<file path="config.mk">
export PLATFORM = sky130hd
export DESIGN_NAME = pwm_capture
export DESIGN_NICKNAME = d
export VERILOG_FILES = /design/src/rtl/pwm_capture.sv
export SDC_FILE = /design/constraint.sdc
export NUM_CORES = 1
export LEC_CHECK = 0
export ABC_AREA = 1
export BUFFER_PORTS_ARGS = -buffer_cell sky130_fd_sc_hd__buf_2
export CAP_MARGIN = 10
export CORE_MARGIN = 1.5
export CORE_UTILIZATION = 65
export DETAILED_ROUTE_END_ITERATION = 10
export HOLD_SLACK_MARGIN = 0.03
export PLACE_DENSITY = 0.84
export SLEW_MARGIN = 10
export SYNTH_ARGS = -nofsm -noshare
export SYNTH_HDL_FRONTEND = slang
export SYNTH_SLANG_ARGS = --single-unit
</file>
<file path="constraint.sdc">
create_clock -name clk -period 5 [get_ports clk]
set_clock_uncertainty 0.15 [all_clocks]
set_input_delay 0.5 -clock clk [delete_from_list [all_inputs] [get_ports clk]]
set_output_delay 0.5 -clock clk [all_outputs]
set_load 0.005 [all_outputs]
</file>
<file path="src/rtl/pwm_capture.sv">
// pwm_capture: measures the period, high time, frequency and duty cycle of an external PWM input.
// A capture FSM times the edges. A compute FSM turns each snapshot into results using one shared divider.
module pwm_capture #(
   parameter logic [31:0] CLK_HZ  = 32'd50_000_000,
   parameter logic [23:0] TIMEOUT = 24'd10_000_000
) (
   input  logic        clk,
   input  logic        rst_n,
   input  logic        pwm_in,
   output logic [23:0] period_cyc,
   output logic [23:0] high_cyc,
   output logic [23:0] freq_hz,
   output logic [6:0]  duty_pct,
   output logic        meas_done,
   output logic        sig_valid,
   output logic        overrun
);

   typedef enum logic [1:0] {S_IDLE, S_HIGH, S_LOW} cap_state_t;
   typedef enum logic [2:0] {C_IDLE, C_LOAD, C_FREQ, C_DUTY, C_WRITE} cmp_state_t;

   // sync[1:0] is the two-flop synchronizer and sync[2] is the history flop.
   // Rising and falling edges therefore have the same latency.
   logic [2:0] sync;
   logic       rise;
   logic       fall;

   // NOTE: sequential state always uses non-blocking assignments, so every flop samples pre-edge values.
   always_ff @(posedge clk or negedge rst_n) begin
      if (!rst_n) sync <= '0;
      else        sync <= {sync[1:0], pwm_in};
   end

   assign rise = sync[1] & ~sync[2];
   assign fall = ~sync[1] & sync[2];

   cap_state_t  cap_state;
   logic [23:0] per_cnt;
   logic [23:0] high_cnt;
   logic        timeout;
   logic        snap;

   assign timeout = (cap_state != S_IDLE) && (per_cnt == TIMEOUT);
   assign snap    = (cap_state == S_LOW) && !timeout && rise;

   always_ff @(posedge clk or negedge rst_n) begin
      if (!rst_n) begin
         cap_state <= S_IDLE;
         per_cnt   <= '0;
         high_cnt  <= '0;
      end else if (timeout) begin
         cap_state <= S_IDLE;
      end else begin
         case (cap_state)
            S_IDLE: if (rise) begin
               cap_state <= S_HIGH;
               per_cnt   <= 24'd1;
               high_cnt  <= 24'd1;
            end
            S_HIGH: begin
               per_cnt <= per_cnt + 24'd1;
               if (fall) cap_state <= S_LOW;
               else      high_cnt  <= high_cnt + 24'd1;
            end
            S_LOW: if (rise) begin
               cap_state <= S_HIGH;
               per_cnt   <= 24'd1;
               high_cnt  <= 24'd1;
            end else begin
               per_cnt <= per_cnt + 24'd1;
            end
            default: cap_state <= S_IDLE;
         endcase
      end
   end

   // Restoring divider: dq shifts the dividend out at the top and the quotient in at the bottom.
   cmp_state_t  cmp_state;
   logic [31:0] dq;
   logic [23:0] rem;
   logic [23:0] divisor;
   logic [23:0] snap_high;
   logic [23:0] freq_q;
   logic [4:0]  bit_cnt;
   logic [24:0] rem_sh;
   logic [24:0] diff;
   logic        q_bit;
   logic [23:0] rem_next;
   logic [31:0] q_next;
   logic [31:0] duty_dividend;

   // NOTE: every always_comb output is assigned on every path, so no latch is inferred.
   always_comb begin
      rem_sh   = {rem, dq[31]};
      diff     = rem_sh - {1'b0, divisor};
      q_bit    = !diff[24];
      rem_next = q_bit ? diff[23:0] : rem_sh[23:0];
      q_next   = {dq[30:0], q_bit};
   end

   assign duty_dividend = 32'(snap_high) * 32'd100;

   always_ff @(posedge clk or negedge rst_n) begin
      if (!rst_n) begin
         cmp_state  <= C_IDLE;
         dq         <= '0;
         rem        <= '0;
         divisor    <= '0;
         snap_high  <= '0;
         freq_q     <= '0;
         bit_cnt    <= '0;
         period_cyc <= '0;
         high_cyc   <= '0;
         freq_hz    <= '0;
         duty_pct   <= '0;
         meas_done  <= 1'b0;
         sig_valid  <= 1'b0;
         overrun    <= 1'b0;
      end else begin
         meas_done <= 1'b0;
         overrun   <= snap && (cmp_state != C_IDLE);
         if (timeout) begin
            cmp_state  <= C_IDLE;
            period_cyc <= '0;
            high_cyc   <= '0;
            freq_hz    <= '0;
            duty_pct   <= '0;
            sig_valid  <= 1'b0;
         end else begin
            case (cmp_state)
               C_IDLE: if (snap) begin
                  divisor   <= per_cnt;
                  snap_high <= high_cnt;
                  cmp_state <= C_LOAD;
               end
               C_LOAD: begin
                  dq        <= CLK_HZ;
                  rem       <= '0;
                  bit_cnt   <= '0;
                  cmp_state <= C_FREQ;
               end
               C_FREQ: begin
                  dq      <= q_next;
                  rem     <= rem_next;
                  bit_cnt <= bit_cnt + 5'd1;
                  if (bit_cnt == 5'd31) begin
                     freq_q    <= q_next[23:0];
                     dq        <= duty_dividend;
                     rem       <= '0;
                     cmp_state <= C_DUTY;
                  end
               end
               C_DUTY: begin
                  dq      <= q_next;
                  rem     <= rem_next;
                  bit_cnt <= bit_cnt + 5'd1;
                  // Results are loaded on entry to C_WRITE, so they are visible in the same cycle as meas_done.
                  if (bit_cnt == 5'd31) begin
                     period_cyc <= divisor;
                     high_cyc   <= snap_high;
                     freq_hz    <= freq_q;
                     duty_pct   <= q_next[6:0];
                     meas_done  <= 1'b1;
                     sig_valid  <= 1'b1;
                     cmp_state  <= C_WRITE;
                  end
               end
               C_WRITE: cmp_state <= C_IDLE;
               default: cmp_state <= C_IDLE;
            endcase
         end
      end
   end

endmodule

</file>
==> results by group <==
Setup path
  • Type of the worst setup path: reg2reg
  • CP Max Fanout: 6
  • Flop-to-flop setup slack: 1.52 ns
  • Worst Setup Start Kind: flop
  • Crit end category: flop
  • Critical path required time: 5.34 ns
  • Arr. time, crit path: 3.82 ns

Floorplan
  • Die X: 165 um
  • Chip height: 165 um
  • Die area: 0.0273 sq mm
  • Site Rows: 59
  • Initial Util: 0.659
  • I/O pins: 85
  • Core ar.: 0.0259 sq mm

CTS
  • CTS tree: yes
  • Clock-pin slew on the worst setup and hold paths: 0.06 ns
  • # hold bufs at CTS: 2
  • CTS resizes: 0
  • Clock sink total: 271
  • Setup bufs post-CTS: 0
  • Root Buffer: clkbuf_16
  • Worst-skew pair later-pin latency: 0.58 ns
  • Clock tree buffer depth: 3
  • Total CTS buffers: 29
  • H-tree depth: 1

GRT
  • First-pass GRT wire length: 69.6 mm
  • GRT Overall Usage: 0.322
  • Initial antenna violation count: 0
  • Vias in the first global route: 13.8k
  • GRT overflow: 0
  • Largest net degree at the start of global routing: 140

Layout
  • Synthesis-to-finish area growth: 8.91%
  • Register area: 0.00678 sq mm
  • Fillcell total: 2,111
  • Share of cells above drive strength 1: 0.0713
  • Multi-input gate area: 0.00847 sq mm
  • Ant. Diodes: 0
  • Post-layout nets: 2,508
  • Util after Layout: 0.718

Route
  • Post-route ant nets: 0
  • DRT Pass-1 Iters: 5
  • Via density: 5.55
  • Detailed-route via count: 15.2k
  • DRC errors left: 0
  • Drt initial violations: 1,464
  • WL/cell: 15.8 um
  • Routed wire length: 43.2 mm

STA
  • Final worst-path cycle share: 0.696
  • Setup Viol. Count Final: 0
  • Worst slew pin tran: 0.976 ns
  • RSZ-0062 raised after global routing: no
  • Fin. Hold Viols: 0
  • Setup TNS: 0 ns
  • Crit path time final: 3.48 ns
  • Highest clock rate: 287 MHz
  • Max-slew headroom: 0.349
  • Final Max Tran Viols: 0

Synthesis
  • Count leader, synth: nand2_1
  • Synth area leader: dfrtp_1
  • Synth Area in XOR/XNOR: 0.0108
  • Yosys top cell area share: 0.397
  • Async S/R FF share, synth: 1.00
  • Sequential-to-total area share from yosys stat: 0.397
  • Mux cell area share after synthesis: 0
  • Mapped Area: 0.0171 sq mm
  • Compound-cell area share of the yosys netlist: 0.110
  • Post-Synth Adder-Cell Area: 0.103
  • Simple-Gate Fraction of Synth Area: 0.272
  • Post-synth EDFFs: 0
  • Ys flop type: dfrtp_1
  • Synth area leaders: dfrtp_1 40%, nand2_1 15%, inv_1 8.4%, ha_1 8.0%, o21ai_0 4.6%
  • Yosys warnings: 0
  • Mapped Nets: 2,445
  • Post-Synthesis Cells: 2,313
  • Post-synth cell types: 41
  • Synth top cells by count: 696 x nand2_1, 381 x inv_1, 271 x dfrtp_1
  • Flops & latches, synth: 271
  • Mean Syn Cell Area: 7.38 sq um
  • Largest family of logic cells by synthesized area: simple AND/OR/NAND/NOR gates

Power and ir drop
  • Lkg Pwr: 10.0 nW
  • Worst ir drop on vdd: 0.433 mV
  • Pwr Total: 8.43 mW
  • Power density cells: 453 mW/mm^2

Status
  • Status: finished, final reports clean

Placed design
  • I/O Buffers: 84
  • HPWL Detailed: 32.2 mm
  • Routability cong.: 0.967

Hold path
  • Worst hold path class: reg2reg

Run
  • Maxcap violations: 0
[power by group]
part           internal (mW)  total [mW]  switching [mW]
clock network           1.21        2.10           0.898
logic                   1.14        3.65            2.51
registers               2.45        2.67           0.217
total                   4.80        8.43            3.62
[per-layer routing]
layer	share of wire	track usage
met1	0.46	0.482
met2	0.43	0.483
met3	0.073	0.0427
met4	0.031	0.102
met5	0	0
[critical path, cell delays in order, from the launching register on]
cell     delay (ns)
dfrtp_1        0.44
ha_1           0.33
ha_1           0.29
inv_1          0.06
fa_1           0.51
inv_1          0.05
ha_1           0.35
or2_2          0.34
nand3_1        0.09
nand2_1        0.08
nand3_1        0.10
nand3_1        0.11
nand2_1        0.10
nand2_1        0.05
o21ai_0        0.21
nand2_1        0.08
nand2_1        0.07
[logic make-up after synthesis]
family / count (synthesis)
xor gates and xnor gates: 21
buffers and inverters: 454
DFF: 271
adders and majority gates: 129
and+or+nand+nor: 1100
AOI/OAI and AO/OA: 338
[final cells by class]
type                    count  share of cell area
repair buffers             95              0.0285
multi-input cells        1588               0.455
clock buffers              43              0.0445
well taps                 335              0.0225
flip-flops and latches    271               0.365
inverters                 391              0.0789
clock inverters             9             0.00552
[placed cells by master, fill, tap and decap left out, drive strengths merged, types with 25 or more instances in the layout]
| cell | n |
|---|---|
| nand2 | 702 |
| o21ai | 190 |
| nand3b | 25 |
| clkbuf | 43 |
| dfrtp | 271 |
| inv | 395 |
| nor2 | 160 |
| ha | 109 |
| buf | 93 |
| a22o | 33 |
| nand3 | 126 |
| nand4 | 41 |
| a21oi | 90 |
[registers in the layout, indices dropped and copies added (netlist names), 2 cells and up]
register,flops
period_cyc,24
bit_cnt,5
high_cyc,24
per_cnt,24
sync,3
duty_pct,7
freq_q,24
freq_hz,24
snap_high,24
dq,32
high_cnt,24
cmp_state,3
cap_state,2
divisor,24
rem,24
[final timing paths]
| path | from | to | cells after the start |
|---|---|---|---|
| worst max-delay path | snap_high[3] | dq[20] | 16 |
| worst min-delay path | sync[0] | sync[1] | 0 |
| worst max register to register | snap_high[3] | dq[20] | 16 |
| worst min register to register | sync[0] | sync[1] | 0 |
| max in group asynchronous | rst_n | high_cyc[21] | 3 |
| min in group asynchronous | rst_n | rem[15] | 2 |
[stage by stage]
stage / worst slack, ns / cell area, sq um / std cells / hold WS, ns
finish: 1.52 / 18600 / 2732 / 0.208
global route: 1.28 / 18600 / 2732 / 0.219
CTS: 1.54 / 18600 / 2732 / 0.210
detailed placement: 1.58 / 17600 / 2678 / 0.188
global placement: 1.67 / 17600 / 2678 / 0.200
floorplan: 1.83 / 17100 / 2313 / 0.0544
(Power assumes the default switching activity.)
